<file path="config.mk">
export PLATFORM = sky130hd
export DESIGN_NAME = wt_store_coalesce_buffer
export DESIGN_NICKNAME = d
export VERILOG_FILES = /design/src/rtl/wt_store_coalesce_buffer_pkg.sv /design/src/rtl/wt_store_coalesce_buffer_byte_merge.sv /design/src/rtl/wt_store_coalesce_buffer.sv
export SDC_FILE = /design/constraint.sdc
export NUM_CORES = 1
export LEC_CHECK = 0
export CAP_MARGIN = 20
export CORE_AREA = 2 2 347 349
export CTS_BUF_LIST = sky130_fd_sc_hd__clkbuf_16
export CTS_CLUSTER_DIAMETER = 50
export DETAILED_ROUTE_END_ITERATION = 8
export DIE_AREA = 0 0 349 351
export PLACE_DENSITY_LB_ADDON = 0.1
export SETUP_SLACK_MARGIN = 0.3
export SLEW_MARGIN = 40
export SYNTH_ARGS = -nofsm -noshare
export SYNTH_HDL_FRONTEND = slang
export SYNTH_HIERARCHICAL = 1
export SYNTH_SLANG_ARGS = --single-unit
</file>
<file path="constraint.sdc">
create_clock -name clk_i -period 5.7 [get_ports clk_i]
set_input_delay 0.855 -clock clk_i [delete_from_list [all_inputs] [get_ports clk_i]]
set_output_delay 0.855 -clock clk_i [all_outputs]
set_load 0.02 [all_outputs]
</file>
<file path="src/rtl/wt_store_coalesce_buffer_pkg.sv">
// Shared types for the write-through store coalescing buffer (package wt_store_buf_pkg).
// Optional store merging is compiled in with WBUF_COALESCE_EN.
package wt_store_buf_pkg;

    localparam int unsigned WBUF_XLEN = 32;
    localparam int unsigned WBUF_PLEN = 34;
    localparam int unsigned WBUF_BE_W = WBUF_XLEN / 8;

    typedef struct packed {
        logic [WBUF_PLEN-1:0] addr;
        logic [WBUF_XLEN-1:0] data;
        logic [WBUF_BE_W-1:0] be;
        logic                 nc;
        logic                 valid;
    } wbuf_entry_t;

    typedef enum logic [1:0] {
        IDLE  = 2'd0,
        DRAIN = 2'd1,
        DONE  = 2'd2
    } flush_state_e;

endpackage

</file>
<file path="src/rtl/wt_store_coalesce_buffer_byte_merge.sv">
// Per-byte merge of a store into an existing entry image: enabled bytes of the
// new store overwrite, byte enables accumulate.
module wbuf_byte_merge #(
    parameter int unsigned XLEN = 32
) (
    input  logic [XLEN-1:0]   old_data_i,
    input  logic [XLEN/8-1:0] old_be_i,
    input  logic [XLEN-1:0]   new_data_i,
    input  logic [XLEN/8-1:0] new_be_i,
    output logic [XLEN-1:0]   merged_data_o,
    output logic [XLEN/8-1:0] merged_be_o
);

    // byte-lane select between the stored image and the incoming store
    always_comb begin
        merged_data_o = old_data_i;
        for (int b = 0; b < XLEN / 8; b++) begin
            if (new_be_i[b]) begin
                merged_data_o[8*b +: 8] = new_data_i[8*b +: 8];
            end else begin
                merged_data_o[8*b +: 8] = old_data_i[8*b +: 8];
            end
        end
        merged_be_o = old_be_i | new_be_i;
    end

endmodule

</file>
<file path="src/rtl/wt_store_coalesce_buffer.sv">
// Write-through store buffer: in-order FIFO with optional same-word merging of
// the youngest cacheable entry (WBUF_COALESCE_EN), load-hit check and flush.
module wt_store_coalesce_buffer
    import wt_store_buf_pkg::*;
#(
    parameter int unsigned XLEN  = 32,
    parameter int unsigned PLEN  = 34,
    parameter int unsigned DEPTH = 8
) (
    input  logic              clk_i,
    input  logic              rst_ni,
    input  logic              st_valid_i,
    output logic              st_ready_o,
    input  logic [PLEN-1:0]   st_addr_i,
    input  logic [XLEN-1:0]   st_data_i,
    input  logic [XLEN/8-1:0] st_be_i,
    input  logic              st_nc_i,
    output logic              mem_valid_o,
    input  logic              mem_ready_i,
    output logic [PLEN-1:0]   mem_addr_o,
    output logic [XLEN-1:0]   mem_data_o,
    output logic [XLEN/8-1:0] mem_be_o,
    output logic              mem_nc_o,
    input  logic [PLEN-1:0]   ld_addr_i,
    output logic              ld_hit_o,
    input  logic              flush_i,
    output logic              flush_done_o,
    output logic              empty_o
);

    localparam int unsigned BEW = XLEN / 8;
    localparam int unsigned OFF = $clog2(BEW);
    localparam int unsigned WAW = PLEN - OFF;
    localparam int unsigned PW  = $clog2(DEPTH);
    localparam int unsigned CW  = PW + 1;

    logic [WAW-1:0]   addr_q [DEPTH];
    logic [XLEN-1:0]  data_q [DEPTH];
    logic [BEW-1:0]   be_q   [DEPTH];
    logic [DEPTH-1:0] nc_q;
    logic [DEPTH-1:0] valid_q;
    logic [PW-1:0]    head_q, tail_q;
    logic [CW-1:0]    count_q, count_d;
    flush_state_e     state_q;
    logic             flush_done_q;

    logic [WAW-1:0]   st_word_s, ld_word_s;
    logic             unused_low_s;
    logic             not_empty_s, full_s;
    logic             push_s, pop_s, alloc_s;
    logic             coal_ok_s, coalesce_s;
    logic [XLEN-1:0]  old_data_s, merged_data_s;
    logic [BEW-1:0]   old_be_s, merged_be_s;
    logic             ld_hit_s;

    assign st_word_s    = st_addr_i[PLEN-1:OFF];
    assign ld_word_s    = ld_addr_i[PLEN-1:OFF];
    assign unused_low_s = ^{st_addr_i[OFF-1:0], ld_addr_i[OFF-1:0]};
    assign not_empty_s  = (count_q != CW'(0));
    assign full_s       = (count_q == CW'(DEPTH));
    assign pop_s        = not_empty_s & mem_ready_i;

`ifdef WBUF_COALESCE_EN
    logic [PW-1:0] young_s;
    assign young_s    = tail_q - PW'(1);
    assign coal_ok_s  = not_empty_s & valid_q[young_s] & ~nc_q[young_s] & ~st_nc_i
                      & (addr_q[young_s] == st_word_s);
    // a lone entry leaving this cycle cannot absorb the store; it allocates instead
    assign coalesce_s = coal_ok_s & ~((count_q == CW'(1)) & pop_s);
    assign old_data_s = coalesce_s ? data_q[young_s] : '0;
    assign old_be_s   = coalesce_s ? be_q[young_s]   : '0;
`else
    assign coal_ok_s  = 1'b0;
    assign coalesce_s = 1'b0;
    assign old_data_s = '0;
    assign old_be_s   = '0;
`endif

    assign st_ready_o = (state_q == IDLE) & (~full_s | coal_ok_s);
    assign push_s     = st_valid_i & st_ready_o;
    assign alloc_s    = push_s & ~coalesce_s;

    wbuf_byte_merge #(
        .XLEN (XLEN)
    ) u_merge (
        .old_data_i    (old_data_s),
        .old_be_i      (old_be_s),
        .new_data_i    (st_data_i),
        .new_be_i      (st_be_i),
        .merged_data_o (merged_data_s),
        .merged_be_o   (merged_be_s)
    );

    // next occupancy from allocate/pop combination
    always_comb begin
        case ({alloc_s, pop_s})
            2'b10:   count_d = count_q + CW'(1);
            2'b01:   count_d = count_q - CW'(1);
            default: count_d = count_q;
        endcase
    end

    // entry storage: allocate at tail, merge into youngest, invalidate on pop
    always_ff @(posedge clk_i or negedge rst_ni) begin
        if (!rst_ni) begin
            for (int i = 0; i < DEPTH; i++) begin
                addr_q[i] <= '0;
                data_q[i] <= '0;
                be_q[i]   <= '0;
            end
            nc_q    <= '0;
            valid_q <= '0;
        end else begin
            if (pop_s) begin
                valid_q[head_q] <= 1'b0;
            end
            if (alloc_s) begin
                addr_q[tail_q]  <= st_word_s;
                data_q[tail_q]  <= merged_data_s;
                be_q[tail_q]    <= merged_be_s;
                nc_q[tail_q]    <= st_nc_i;
                valid_q[tail_q] <= 1'b1;
            end
`ifdef WBUF_COALESCE_EN
            else if (push_s && coalesce_s) begin
                data_q[young_s] <= merged_data_s;
                be_q[young_s]   <= merged_be_s;
            end
`endif
        end
    end

    // circular pointers and occupancy
    always_ff @(posedge clk_i or negedge rst_ni) begin
        if (!rst_ni) begin
            head_q  <= '0;
            tail_q  <= '0;
            count_q <= '0;
        end else begin
            if (pop_s) begin
                head_q <= head_q + PW'(1);
            end
            if (alloc_s) begin
                tail_q <= tail_q + PW'(1);
            end
            count_q <= count_d;
        end
    end

    // flush sequencing with registered completion pulse
    always_ff @(posedge clk_i or negedge rst_ni) begin
        if (!rst_ni) begin
            state_q      <= IDLE;
            flush_done_q <= 1'b0;
        end else begin
            flush_done_q <= (state_q == DRAIN) && !not_empty_s;
            case (state_q)
                IDLE:    state_q <= flush_i ? DRAIN : IDLE;
                DRAIN:   state_q <= not_empty_s ? DRAIN : DONE;
                DONE:    state_q <= IDLE;
                default: state_q <= IDLE;
            endcase
        end
    end

    // word-address match against every live entry
    always_comb begin
        ld_hit_s = 1'b0;
        for (int i = 0; i < DEPTH; i++) begin
            ld_hit_s = ld_hit_s | (valid_q[i] & (addr_q[i] == ld_word_s));
        end
    end

    assign mem_valid_o  = not_empty_s;
    assign mem_addr_o   = not_empty_s ? {addr_q[head_q], {OFF{1'b0}}} : '0;
    assign mem_data_o   = not_empty_s ? data_q[head_q] : '0;
    assign mem_be_o     = not_empty_s ? be_q[head_q] : '0;
    assign mem_nc_o     = not_empty_s & nc_q[head_q];
    assign ld_hit_o     = ld_hit_s;
    assign flush_done_o = flush_done_q;
    assign empty_o      = ~not_empty_s;

endmodule

</file>
Word-level counts from Yosys, hierarchy flattened
Cells that the tools add are included.

Register bits after elaboration: 573. Bits of input ports: 110. Output and inout bits: 76. Logic and storage cells: 124.

Add/subtract/negate cells: 4. $lt $le $gt $ge: 7. Eq/ne operators: 12. Multiplexer cells: 36. Bitwise logic cells: 26. Reductions and logical operators: 8.

Operators with widths (count): 256-bit bitwise mux (2); 32-bit == test (8); 32-bit binary-select mux with 3-bit select (2); 32-bit 2-to-1 mux (6); 32-bit demux with 3-bit select (1); 8-bit 2-to-1 mux (6); 34-bit 2-to-1 mux (1); 32-bit bitwise mux (1); 4-bit 2-to-1 mux (4); 1-bit AND (12); 4-bit binary-select mux with 3-bit select (1); 4-bit demux with 3-bit select (1); 8-bit AND (1); 8-bit bitwise mux (1); 4-bit greater-or-equal comparator (second input constant) (2); 3-bit by 4-bit < comparator with 1-bit output (second input constant) (2); 3-bit NOT with 4-bit output (2); 8-bit NOT (1); 8-bit OR (1); 4-bit case mux with 2 select lines (1); 1-bit OR (7); 3-bit by 1-bit adder with 3-bit output (second input constant) (2); 1-bit demux with 3-bit select (2); 3-bit by 1-bit greater-or-equal comparator with 1-bit output (second input constant) (2); 16 further kinds (24).

Depth between registers and ports, before layout
Depth in word-level cells: 9. Gate-level depth with buffers: 11. Depth with buffers taken out: 11.

By module
The synthesis kept the hierarchy.

Modules (own cells, without submodules): wt_store_coalesce_buffer (times used 1, cells each 1964, area each 28889.0 sq um, seq. area each 14313.7 sq um); wbuf_byte_merge (times used 1, cells each 40, area each 550.5 sq um, seq. area each 0.0 sq um).

Worst setup path before layout
OpenSTA, ideal clock, no wires.

Kind: input-to-output. From: input ld_addr_i[22]. To: output ld_hit_o. Arrival: 2.403 ns. Required time: 4.845 ns. Setup slack: 2.442 ns. Stages: 7. Buffers on the path: 1. Cell sequence: clkbuf_1 > xnor2_1 > nand4_1 > nor4_1 > nand4_1 > o41ai_1 > or4_1.

Cells in the longest elaborated chain, start to end: 9. Elaborated cells between the ends (all ways): 23. Classes of those cells: eq/ne (8); bitwise (15).

Ends and longest elaborated chain: start: declaration (RTL line wt_store_coalesce_buffer.sv:24) `input logic [PLEN-1:0] ld_addr_i,`; 32-bit == test (RTL line wt_store_coalesce_buffer.sv:170) `ld_hit_s = ld_hit_s | (valid_q[i] & (addr_q[i] == ld_word_s));`; 1-bit AND (RTL line wt_store_coalesce_buffer.sv:170); 1-bit OR (6 in series) (RTL line wt_store_coalesce_buffer.sv:170); 1-bit OR * (RTL line wt_store_coalesce_buffer.sv:170); end: declaration (RTL line wt_store_coalesce_buffer.sv:25) `output logic ld_hit_o,`.

Mark *: on every way between the ends. The rest lies on a longest branch, timed or not.

Worst setup path after layout
From: input ld_addr_i[11]. To: output ld_hit_o.

Same word-level chain as after synthesis.

==> results.sh <==
export IMPL_outcome="complete, no violations"
export IMPL_mostFrequentLayoutCells="569 x dfrtp_1, 485 x mux2_2, 177 x clkdlybuf4s50_1"
export IMPL_synth_seq_area_share_pct=48.6
export IMPL_switching_share_pct=35.1
export IMPL_syn_inst=2004
export IMPL_vdd_ir_drop_max_mv=0.297
export IMPL_syn_to_final_growth_pct=24.6
export IMPL_path_buf_inv=2
export IMPL_yosysUniqueCellTypes=44
export IMPL_finalMaxSlewViolations=0
export IMPL_synth_seq_cells=572
export IMPL_synth_top_cell_area_share_pct=48.6
export IMPL_crit_chain="clkdlybuf4s50_1 > xnor2_1 > nand4_1 > nor4_1 > nand4_1 > o22ai_1 > or4_1 > clkdlybuf4s50_1"
export IMPL_grt_pass1_vias=19629
export IMPL_critPathCaptureType="output port"
export IMPL_num_vias=17760
export IMPL_cts_setup_buffers=0
export IMPL_drc=0
export IMPL_fin_crit_sh_pct=89.0
export IMPL_layout_commonest_cell="dfrtp_1"
export IMPL_fin_tns_setup_ns=0
export IMPL_seqCellArea_mm2=0.0143
export IMPL_p_seq_share_pct=32.5
export IMPL_holdBufCountCts=0
export IMPL_num_nets_final=2345
export IMPL_fin_util_pct=30.8
export IMPL_cts_tree="done"
export IMPL_hpwl_mm=68.7
export IMPL_grtUsageTotal_pct=16.8
export IMPL_syn_area_mm2=0.0294
export IMPL_antenna_found_initial=11
export IMPL_crit_type="in2out"
export IMPL_htreeDepth=3
export IMPL_p_int_w=0.0142
export IMPL_clockPowerShare_pct=29.0
export IMPL_wire_per_inst_um=26.6
export IMPL_layout_drive_gt1_share_pct=41.5
export IMPL_grt_pass1_wl_mm=148
export IMPL_drt_initial_drc_count=784
export IMPL_routabilityCongestion=0.846
export IMPL_critical_path_required_ns=4.85
export IMPL_pwr_share_comb_pct=38.6
export IMPL_fmax_mhz=197
export IMPL_overflow=0
export IMPL_crit_fanout=8
export IMPL_rows=127
export IMPL_relSlewSlack_pct=46.2
export IMPL_fillers=11739
export IMPL_p_leak_nw=16.2
export IMPL_io_buffers=179
export IMPL_fp_coreArea_mm2=0.119
export IMPL_cts_resized=0
export IMPL_arrival_ns=4.22
export IMPL_drt_wl_total_mm=103
export IMPL_initial_core_util_pct=24.7
export IMPL_rsz0062_at_grt="false"
export IMPL_ios=186
export IMPL_period_needed_ns=5.07
export IMPL_hold_path_class="in2async"
export IMPL_critPathSlowestCell="clkdlybuf4s50_1"
export IMPL_insertion_delay_ns=0.66
export IMPL_ant_nets=0
export IMPL_root_buffer="clkbuf_16"
export IMPL_worst_pin_slew_ns=0.807
export IMPL_yosys_area_top_type="dfrtp_1"
export IMPL_cts_sinks=572
export IMPL_grt_max_degree=119
export IMPL_synth_area_leaders="dfrtp_1 49%, mux2_2 19%, mux4_2 11%, mux2_4 5.2%, xnor2_1 4.8%"
export IMPL_cts_buffers=98
export IMPL_via_per_inst=4.60
export IMPL_critPathMaxStageDelay_ns=0.66
export IMPL_die_width_um=349
export IMPL_multiInputGateArea_mm2=0.0145
export IMPL_start_kind="primary input"
export IMPL_die_area_mm2=0.122
export IMPL_firstDrtPassIters=5
export IMPL_setup_viol=0
export IMPL_syn_avg_cell_area_um2=14.7
export IMPL_placed_cell_area_mm2=0.0332
export IMPL_p_per_area_mw_per_mm2=595
export IMPL_power_w=0.0218
export IMPL_finClkSkew_ns=0.0197
export IMPL_cap_violations=0
export IMPL_die_h_um=351
export IMPL_antenna_cells=0
export IMPL_cts_buffer_depth=3
export IMPL_hold_violations=0
export IMPL_final_area_mm2=0.0367
export IMPL_yosys_warnings=6
export IMPL_p_switching_w=0.00766
export IMPL_clkTransAtPathRegs_ns=0.05
export IMPL_cpLargestDelayFamily="simple AND/OR/NAND/NOR gates"
[state kept, by name (all words and copies together) (netlist names)]
| register | count |
|---|---|
| valid_q | 8 |
| flush_done_o | 1 |
| tail_q | 3 |
| count_q | 4 |
| nc_q | 8 |
| data_q | 256 |
| state_q | 1 |
| addr_q | 256 |
| head_q | 3 |
| be_q | 32 |
[area by class of cell]
class	count	share of cell area [%]
flip-flops and latches	572	39.0
well taps	1548	5.28
clock inverters	85	2.85
clock buffers	98	6.69
repair buffers	232	6.51
inverters	9	0.102
multi-input cells	1316	39.5
[metrics by stage]
stage               setup slack [ns]  hold slack (ns)  cells
finish                         0.628           0.0737   3860
global placement               0.656            0.484   3670
floorplan                       2.44            0.455   2041
global route                   0.590           0.0617   3860
detailed placement             0.670            0.489   3676
CTS                            0.675           0.0427   3859
[cell usage after synthesis (all sizes together)]
library cell / number
xnor2: 162
xor2: 98
nand3: 8
nor4: 28
o21ai: 11
mux2i: 70
nand4: 44
conb: 1
clkbuf: 63
nand2: 11
inv: 9
nor3b: 1
o31ai: 2
a21oi: 1
dfrtp: 572
fa: 1
mux4: 138
or2: 5
nand2b: 8
mux2: 586
or4: 3
nor2: 74
and2: 1
o41ai: 1
ha: 5
a222oi: 1
a21o: 1
o22ai: 4
buf: 81
nor3: 12
a211oi: 2
[power groups by stage]
stage	logic [W]	registers [W]	clock network, W
after CTS	0.00866	0.00710	0.00652
after global routing	0.00900	0.00732	0.00670
final	0.00843	0.00709	0.00633
after floorplan	0.00562	0.00657	0
after detailed placement	0.00862	0.00715	0
after global placement	0.00836	0.00721	0
[cells by family after synthesis]
logic type	count (synthesis)	share of synthesized area (%)
buffers and inverters	153	2.74
flip-flops	572	48.6
multiplexers	794	36.6
AO/OA/AOI/OAI	23	0.497
XOR/XNOR	260	7.74
adder cells (fa/ha/maj)	6	0.281
other	1	0.0127
AND/OR/NAND/NOR	195	3.48
[final timing paths]
path	from	to	slack (ns)	cells past startpoint
setup / recovery	ld_addr_i[11]	ld_hit_o	0.63	8
min in group clk_i	data_q[75]	data_q[75]	0.50	1
hold / removal	rst_ni	addr_q[251]	0.07	1
hold reg to reg	data_q[75]	data_q[75]	0.50	1
setup reg to reg	count_q[0]	count_q[3]	2.76	10
max in group asynchronous	rst_ni	data_q[17]	4.24	3
[per-layer routing]
layer / vias to the layer above / share of wire [%] / wire (um) / GRT usage [%]
met4: 16 / 2.1 / 2130 / 3.98
met1: 9544 / 45 / 45900 / 21.9
met5: - / 0.095 / 98 / 0
met3: 128 / 4.4 / 4500 / 3.62
li1: 7762 / - / - / -
met2: 310 / 49 / 50100 / 28.4
(Power assumes the default switching activity.)
